[src/rtl/pci_wfifo_arbiter.sv]
// Round-robin arbiter feeding the PCI write FIFO from NREQ system-side
// burst requesters; one non-preemptible burst at a time.

module pci_wfifo_arbiter_lane #(
    parameter int DW = 32
) (
    input  logic          gnt,
    input  logic          push,
    input  logic [DW-1:0] data,
    output logic          ack,
    output logic [DW-1:0] data_q
);
    assign ack    = gnt & push;
    assign data_q = gnt ? data : '0;
endmodule

module pci_wfifo_arbiter #(
    parameter int NREQ = 4,
    parameter int DW   = 32,
    parameter int LW   = 4
) (
    input  logic                 sys_clk,
    input  logic                 sys_rst_n,
    input  logic [NREQ-1:0]      req,
    input  logic [NREQ*LW-1:0]   burst_len,
    input  logic [NREQ*DW-1:0]   req_data,
    input  logic                 wfifo_full,
    output logic [NREQ-1:0]      gnt,
    output logic [NREQ-1:0]      data_ack,
    output logic                 wfifo_push,
    output logic [DW-1:0]        pci_write_data,
    output logic                 burst_done,
    output logic                 busy
);
    localparam int IW = (NREQ > 1) ? $clog2(NREQ) : 1;

    typedef enum logic {IDLE, XFER} state_t;

    state_t                    state;
    logic [IW-1:0]             winner, last_winner, next_winner;
    logic                      found;
    logic [LW-1:0]             cnt;
    logic [NREQ-1:0][LW-1:0]   len_arr;
    logic [NREQ-1:0][DW-1:0]   data_arr;
    logic [NREQ-1:0][DW-1:0]   lane_data;

    assign len_arr  = burst_len;
    assign data_arr = req_data;

    // Search starts one past the last winner and wraps, so every requester
    // gets a turn before any one repeats.
    always_comb begin
        int idx;
        idx         = 0;
        found       = 1'b0;
        next_winner = '0;
        for (int k = 1; k <= NREQ; k++) begin
            idx = int'(last_winner) + k;
            if (idx >= NREQ) idx = idx - NREQ;
            if (!found && req[IW'(idx)]) begin
                found       = 1'b1;
                next_winner = IW'(idx);
            end
        end
    end

    assign busy       = (state == XFER);
    assign wfifo_push = busy && !wfifo_full;
    assign burst_done = wfifo_push && (cnt == '0);

    always_ff @(posedge sys_clk) begin
        if (!sys_rst_n) begin
            state       <= IDLE;
            gnt         <= '0;
            cnt         <= '0;
            winner      <= '0;
            last_winner <= IW'(NREQ - 1);
        end else begin
            case (state)
                IDLE: begin
                    if (found) begin
                        winner <= next_winner;
                        gnt    <= NREQ'(1) << next_winner;
                        cnt    <= len_arr[next_winner];
                        state  <= XFER;
                    end else begin
                        gnt <= '0;
                    end
                end
                XFER: begin
                    if (wfifo_push) begin
                        if (cnt == '0) begin
                            last_winner <= winner;
                            gnt         <= '0;
                            state       <= IDLE;
                        end else begin
                            cnt <= cnt - LW'(1);
                        end
                    end
                end
                default: state <= IDLE;
            endcase
        end
    end

    // gnt is zero outside XFER, so the lanes also force ack/data to zero there.
    for (genvar i = 0; i < NREQ; i++) begin : g_lane
        pci_wfifo_arbiter_lane #(.DW(DW)) u_lane (
            .gnt    (gnt[i]),
            .push   (wfifo_push),
            .data   (data_arr[i]),
            .ack    (data_ack[i]),
            .data_q (lane_data[i])
        );
    end

    always_comb begin
        pci_write_data = '0;
        for (int i = 0; i < NREQ; i++) pci_write_data = pci_write_data | lane_data[i];
    end
endmodule

[config.mk]
export PLATFORM = sky130hd
export DESIGN_NAME = pci_wfifo_arbiter
export DESIGN_NICKNAME = d
export VERILOG_FILES = /design/src/rtl/pci_wfifo_arbiter.sv
export SDC_FILE = /design/constraint.sdc
export NUM_CORES = 1
export LEC_CHECK = 0
export CORE_AREA = 2 2 75 77
export DETAILED_ROUTE_END_ITERATION = 7
export DIE_AREA = 0 0 77 79
export DONT_BUFFER_PORTS = 1
export GPL_TIMING_DRIVEN = 0
export SYNTH_ARGS = -nofsm -noshare
export SYNTH_HDL_FRONTEND = slang
export SYNTH_SLANG_ARGS = --single-unit
[constraint.sdc]
create_clock -name sys_clk -period 2.5 [get_ports sys_clk]
set_clock_uncertainty 0.15 [all_clocks]
set_input_delay 0.25 -clock sys_clk [delete_from_list [all_inputs] [get_ports sys_clk]]
set_output_delay 0.25 -clock sys_clk [all_outputs]
set_load 0.05 [all_outputs]
# == After elaboration in Yosys (flattened, before gate mapping) ==
# Cells that the tools add are included.
# classes
reduce_logical,14
n_shift,1
n_addsub,9
bitwise_logic,8
n_lt_le_gt_ge,9
mux,42
multipliers,0
n_eq_ne,4
div,0
# ops
operator,n
two-way mux 32 bit,4
bitwise OR 32 bit,3
two-way mux 4 bit,7
< comparator 2 x 4 -> 1 bit (second input constant),4
two-way mux 2 bit,8
one-hot mux 4 bit (2 select lines),2
two-way mux 1 bit,15
greater-or-equal comparator 3 bit (second input constant),3
binary-select mux 1 bit (select 2 bit),4
binary-select mux 4 bit (select 2 bit),1
subtractor 2 x 1 -> 2 bit (second input constant),4
adder 2 x 2 -> 3 bit (second input constant),2
!= test 2 bit (second input constant),3
AND reduction 3 bit,2
logical AND 1 bit,5
adder 2 x 3 -> 4 bit (second input constant),1
bitwise AND 1 bit,4
greater-or-equal comparator 4 x 3 -> 1 bit (second input constant),1
zero test 1 bit,4
zero test 4 bit,1
AND reduction 2 bit,2
<< shifter 1 x 2 -> 4 bit (first input constant),1
subtractor 4 x 1 -> 4 bit (second input constant),1
adder 2 x 1 -> 3 bit (second input constant),1
4 further kinds,4
# word_totals
romBits,0
regBits,13
ram_bits,0
word_cells,92
out_inout_bits,43
mem_count,0
inputBits,151
latch_bits,0

# == Longest topological paths before layout ==
# logic_depth
word_depth,20
depth_mapped,7
depth_no_buf,7

# == Hierarchy ==
# From an unflattened synthesis, not the netlist that was laid out.
# hier_totals
cells_unflattened,299
hier_area_um2,2220.9
# by_module_without_submodules
mod,n_inst,cells_per_inst,seq_area_each_um2,area_per_inst_um2
pci_wfifo_arbiter,1,155,260.2,1169.9
pci_wfifo_arbiter_lane,4,36,0.0,262.8

# == Worst setup path after synthesis ==
# OpenSTA, ideal clock, no wires.
# synth_path
kind,reg-to-reg
from,"reg state, in the netlist busy"
to,reg last_winner[0]
stages_incl_launch_ff,6
path_slack_ns,0.164
arrival_ns,2.103
path_buffers,1
required_time_ns,2.267
synth_period_minus_slack_ns,2.336
setup_time_ns,0.083
cell_sequence,dfxtp_1 -> clkbuf_1 -> nand2b_1 -> nor2_1 -> nand2_1 -> o211ai_1
# synth_between
elab_chain_cells,2
# synth_rtl
item,line_no,rtl
start: declaration,39,state_t state;
start signal: assignment,73,state <= IDLE;
start signal: assignment,85,state <= XFER;
start signal: assignment,95,state <= IDLE;
logical AND 1 bit,68,assign wfifo_push = busy && !wfifo_full;
AND reduction 3 bit (no line) (*),n/a,
end signal: assignment,77,last_winner <= IW'(NREQ - 1);
end signal: assignment,93,last_winner <= winner;
end: declaration,40,"logic [IW-1:0] winner, last_winner, next_winner;"
# Every way passes the cells marked *; elsewhere a longest branch is shown, timed or not.
# A chain may end at the register's enable or synchronous reset.

# == Final worst setup path ==
# layout_path
from,reg cnt[1]
to,out burst_done
# layout_between
elab_chain_cells,2
# layout_rtl
item,line_no,rtl
start: declaration,42,logic [LW-1:0] cnt;
start signal: assignment,84,cnt <= len_arr[next_winner];
start signal: assignment,97,cnt <= cnt - LW'(1);
zero test 4 bit,69,assign burst_done = wfifo_push && (cnt == '0);
logical AND 1 bit,69,
end: declaration,32,"output logic burst_done,"
# Every way passes these cells.

==> flow_summary.ini <==
[run_status]
outcome = finished clean

[cts]
clk_path_buf_depth = 2
clk_pin_slew_ns = 0.06
cts_root_buf = clkbuf_8
insertion_delay_ns = 0.25
clock-sinks = 13
cts_tree = done
numCtsBuffers = 3
htreeDepth = 1

[critical_path]
end_kind = output pin
timing.rr.start = busy
critPathKind = reg2out
timing.rr.end = cnt[0]
cp.arrival_ns = 1.98
reg2regPathDepth = 7
reg2reg_slack_ns = 0.25
crit_required_ns = 2.10
start_kind = flop
critPathMaxFanout = 6
cp-startpoint = cnt[1]

[logic_synthesis]
synth_ff_type = dfxtp_1
yosysTopAreaCell = a22oi_1
synth_warnings = 0
synthDistinctLibCells = 43
postSynthCellCount = 231
synth_area_um2 = 1627
synthTopCellsByArea = a22oi_1 30%, dfxtp_1 16%, nand2_1 9.2%
synthTopCellsByCount = 66 x a22oi_1, 40 x nand2_1, 19 x clkbuf_1, 13 x dfxtp_1
ys_seq_area_share_pct = 16.00
synth_top_area_share_pct = 30.46
avgSynthCellArea_um2 = 7.041
synth-seq-cells = 13
synth_fp_nets = 383
yosys.cell_count.top_type = a22oi_1
synth_edf_count = 0
async_reset_ff_share_pct = 0

[sta]
setup_viol = 0
grt_setup_unrepaired = no
fin_crit_ns = 2.376
finalHoldViolCount = 0
slew_headroom_pct = 48.50
worst_slew_pin_slew_ns = 0.7716
post-route-period-util_pct = 95.06
max_freq_ghz = 0.4208
whs_ns = 0.01043
slew_viol_final = 0

[die]
die_x_um = 77
die_area_um2 = 6083
rows = 27
coreArea_um2 = 5338
fp.dieH_um = 79
io_pins = 194
start_util_pct = 30.47

[placement]
io_buffers = 0
gp_congestion = 0.8242
place_hpwl_mm = 5.751

[detailed_routing]
drtAntennaViolNets = 0
via_per_inst = 6.177
drt_iter0_markers = 69
wl_per_cell_um = 22.45
num_vias = 1915
wl_met1_mm = 2.822
drc = 0
top_layer_used = met4
wl_met2_mm = 3.008
totalWireLength_mm = 6.959
wl_met3_mm = 1.041
dr.pass1.iters = 4

[worst_hold_path]
hold_path_end = cnt[1]
hold_depth = 2
min_from = sys_rst_n
min_path_type = in2reg

[power]
ir_drop_mv = 0.2455
p_leak_uw = 0.0007264
power_density_nw_per_um2 = 636.9
p_total_uw = 1137

[final_layout]
finalNetCount = 389
area_growth_pct = 9.769
drive_gt1_share_pct = 10.59
fill_cells = 633

[grt]
grt_max_degree = 11
grt_pass1_wl_mm = 9.949
grt_pass1_vias = 1795
grt_overflow = 0
grt_usage_pct = 21.20
antenna_found_initial = 3

[run]
maxCapViolCount = 0
## where the power goes
part / leakage [uW] / total (uW) / switching, uW / internal (uW)
logic: 0.000596 / 688 / 535 / 153
clock network: 0.0000228 / 191 / 78.5 / 113
registers: 0.000107 / 258 / 25.7 / 232
total: 0.000726 / 1140 / 639 / 498
## sequential cells by signal (all words and copies together) (netlist names)
name / cells
cnt: 4
gnt: 4
last_winner: 2
winner: 2
busy: 1
## cell usage in the layout, fill, tap and decap left out, types with 2 or more instances in the layout
master	netlist	final
and3_2	3	3
clkbuf_1	19	19
or3_1	2	2
dfxtp_1	13	12
clkbuf_8	0	3
inv_1	8	7
diode_2	0	2
o211ai_1	2	2
a22oi_1	66	66
nor2_1	8	7
a21boi_0	2	2
o2111ai_1	2	2
o21bai_1	2	2
a31oi_1	4	4
buf_4	8	8
a211o_1	2	2
nor2b_1	3	3
nand2_1	40	40
nand3_1	3	3
and2_1	8	8
a21oi_1	5	5
a32o_1	2	2
o21a_1	2	2
o21ai_0	6	6
## worst max path at each step
stage / endpoint / slack (ns) / cells past startpoint
6_report: burst_done / 0.12 / 4
5_1_grt: pci_write_data[26] / 0.04 / 4
4_1_cts: data_ack[0] / 0.08 / 5
3_5_place_dp: last_winner[1] / -0.18 / 5
3_3_place_gp: last_winner[1] / -0.14 / 5
2_1_floorplan: last_winner[0] / 0.16 / 5
## timing repair
| action | CTS | global route |
|---|---|---|
| endpoints found under the hold margin | 1 | 0 |
| setup buffers | 0 | 0 |
| hold buffers | 1 | 0 |
| resized for setup | 3 | 2 |
| setup endpoints to repair | 10 | 4 |
## metrics by stage
| stage | instance area [um^2] | utilization (%) | TNS, ns | std cells | setup slack [ns] |
|---|---|---|---|---|---|
| floorplan | 1627 | - | 0 | 231 | 0.1644 |
| global placement | 1717 | 32.16 | -0.3996 | 303 | -0.1415 |
| detailed placement | 1717 | 32.16 | -0.5593 | 303 | -0.1790 |
| CTS | 1779 | 33.33 | 0 | 308 | 0.07717 |
| global route | 1780 | 33.36 | 0 | 308 | 0.04173 |
| finish | 1785 | 33.45 | 0 | 310 | 0.1236 |
## critical path, cell delays in order, from the launching register on
cell and delay (ns):
dfxtp_1 0.32, inv_1 0.07, ha_1 0.20, or3b_2 0.51
nor2_2 0.61
## final cells by class
class | instances | area, um^2 | share of cell area, %
well taps | 72 | 90.09 | 5.046
diodes | 2 | 5.005 | 0.2803
plain buffers | 28 | 143.9 | 8.059
inverters | 8 | 33.78 | 1.892
multi-input cells | 182 | 1196 | 66.99
repair buffers | 1 | 10.01 | 0.5606
clock buffers | 4 | 45.04 | 2.523
flip-flops and latches | 13 | 261.5 | 14.65
## metal layers
metal | vias up | track usage, %
li1 | 892 | -
met1 | 892 | 25.80
met2 | 124 | 31.67
met3 | 7 | 12.95
met4 | 0 | 5.179
met5 | - | 0
## kinds of logic (layout without fill, tap and decap cells)
group                    after synthesis  after routing  share of synthesized area [%]
adder cells (fa/ha/maj)                1              1                         0.7691
other                                  0              2                              0
multiplexers                           2              2                          1.538
AND/OR/NAND/NOR                       73             73                          21.39
buffers and inverters                 36             41                          10.62
flip-flops                            13             13                          16.00
AO/OA/AOI/OAI                        106            106                          49.69
Power figures use the tool's default switching activity.
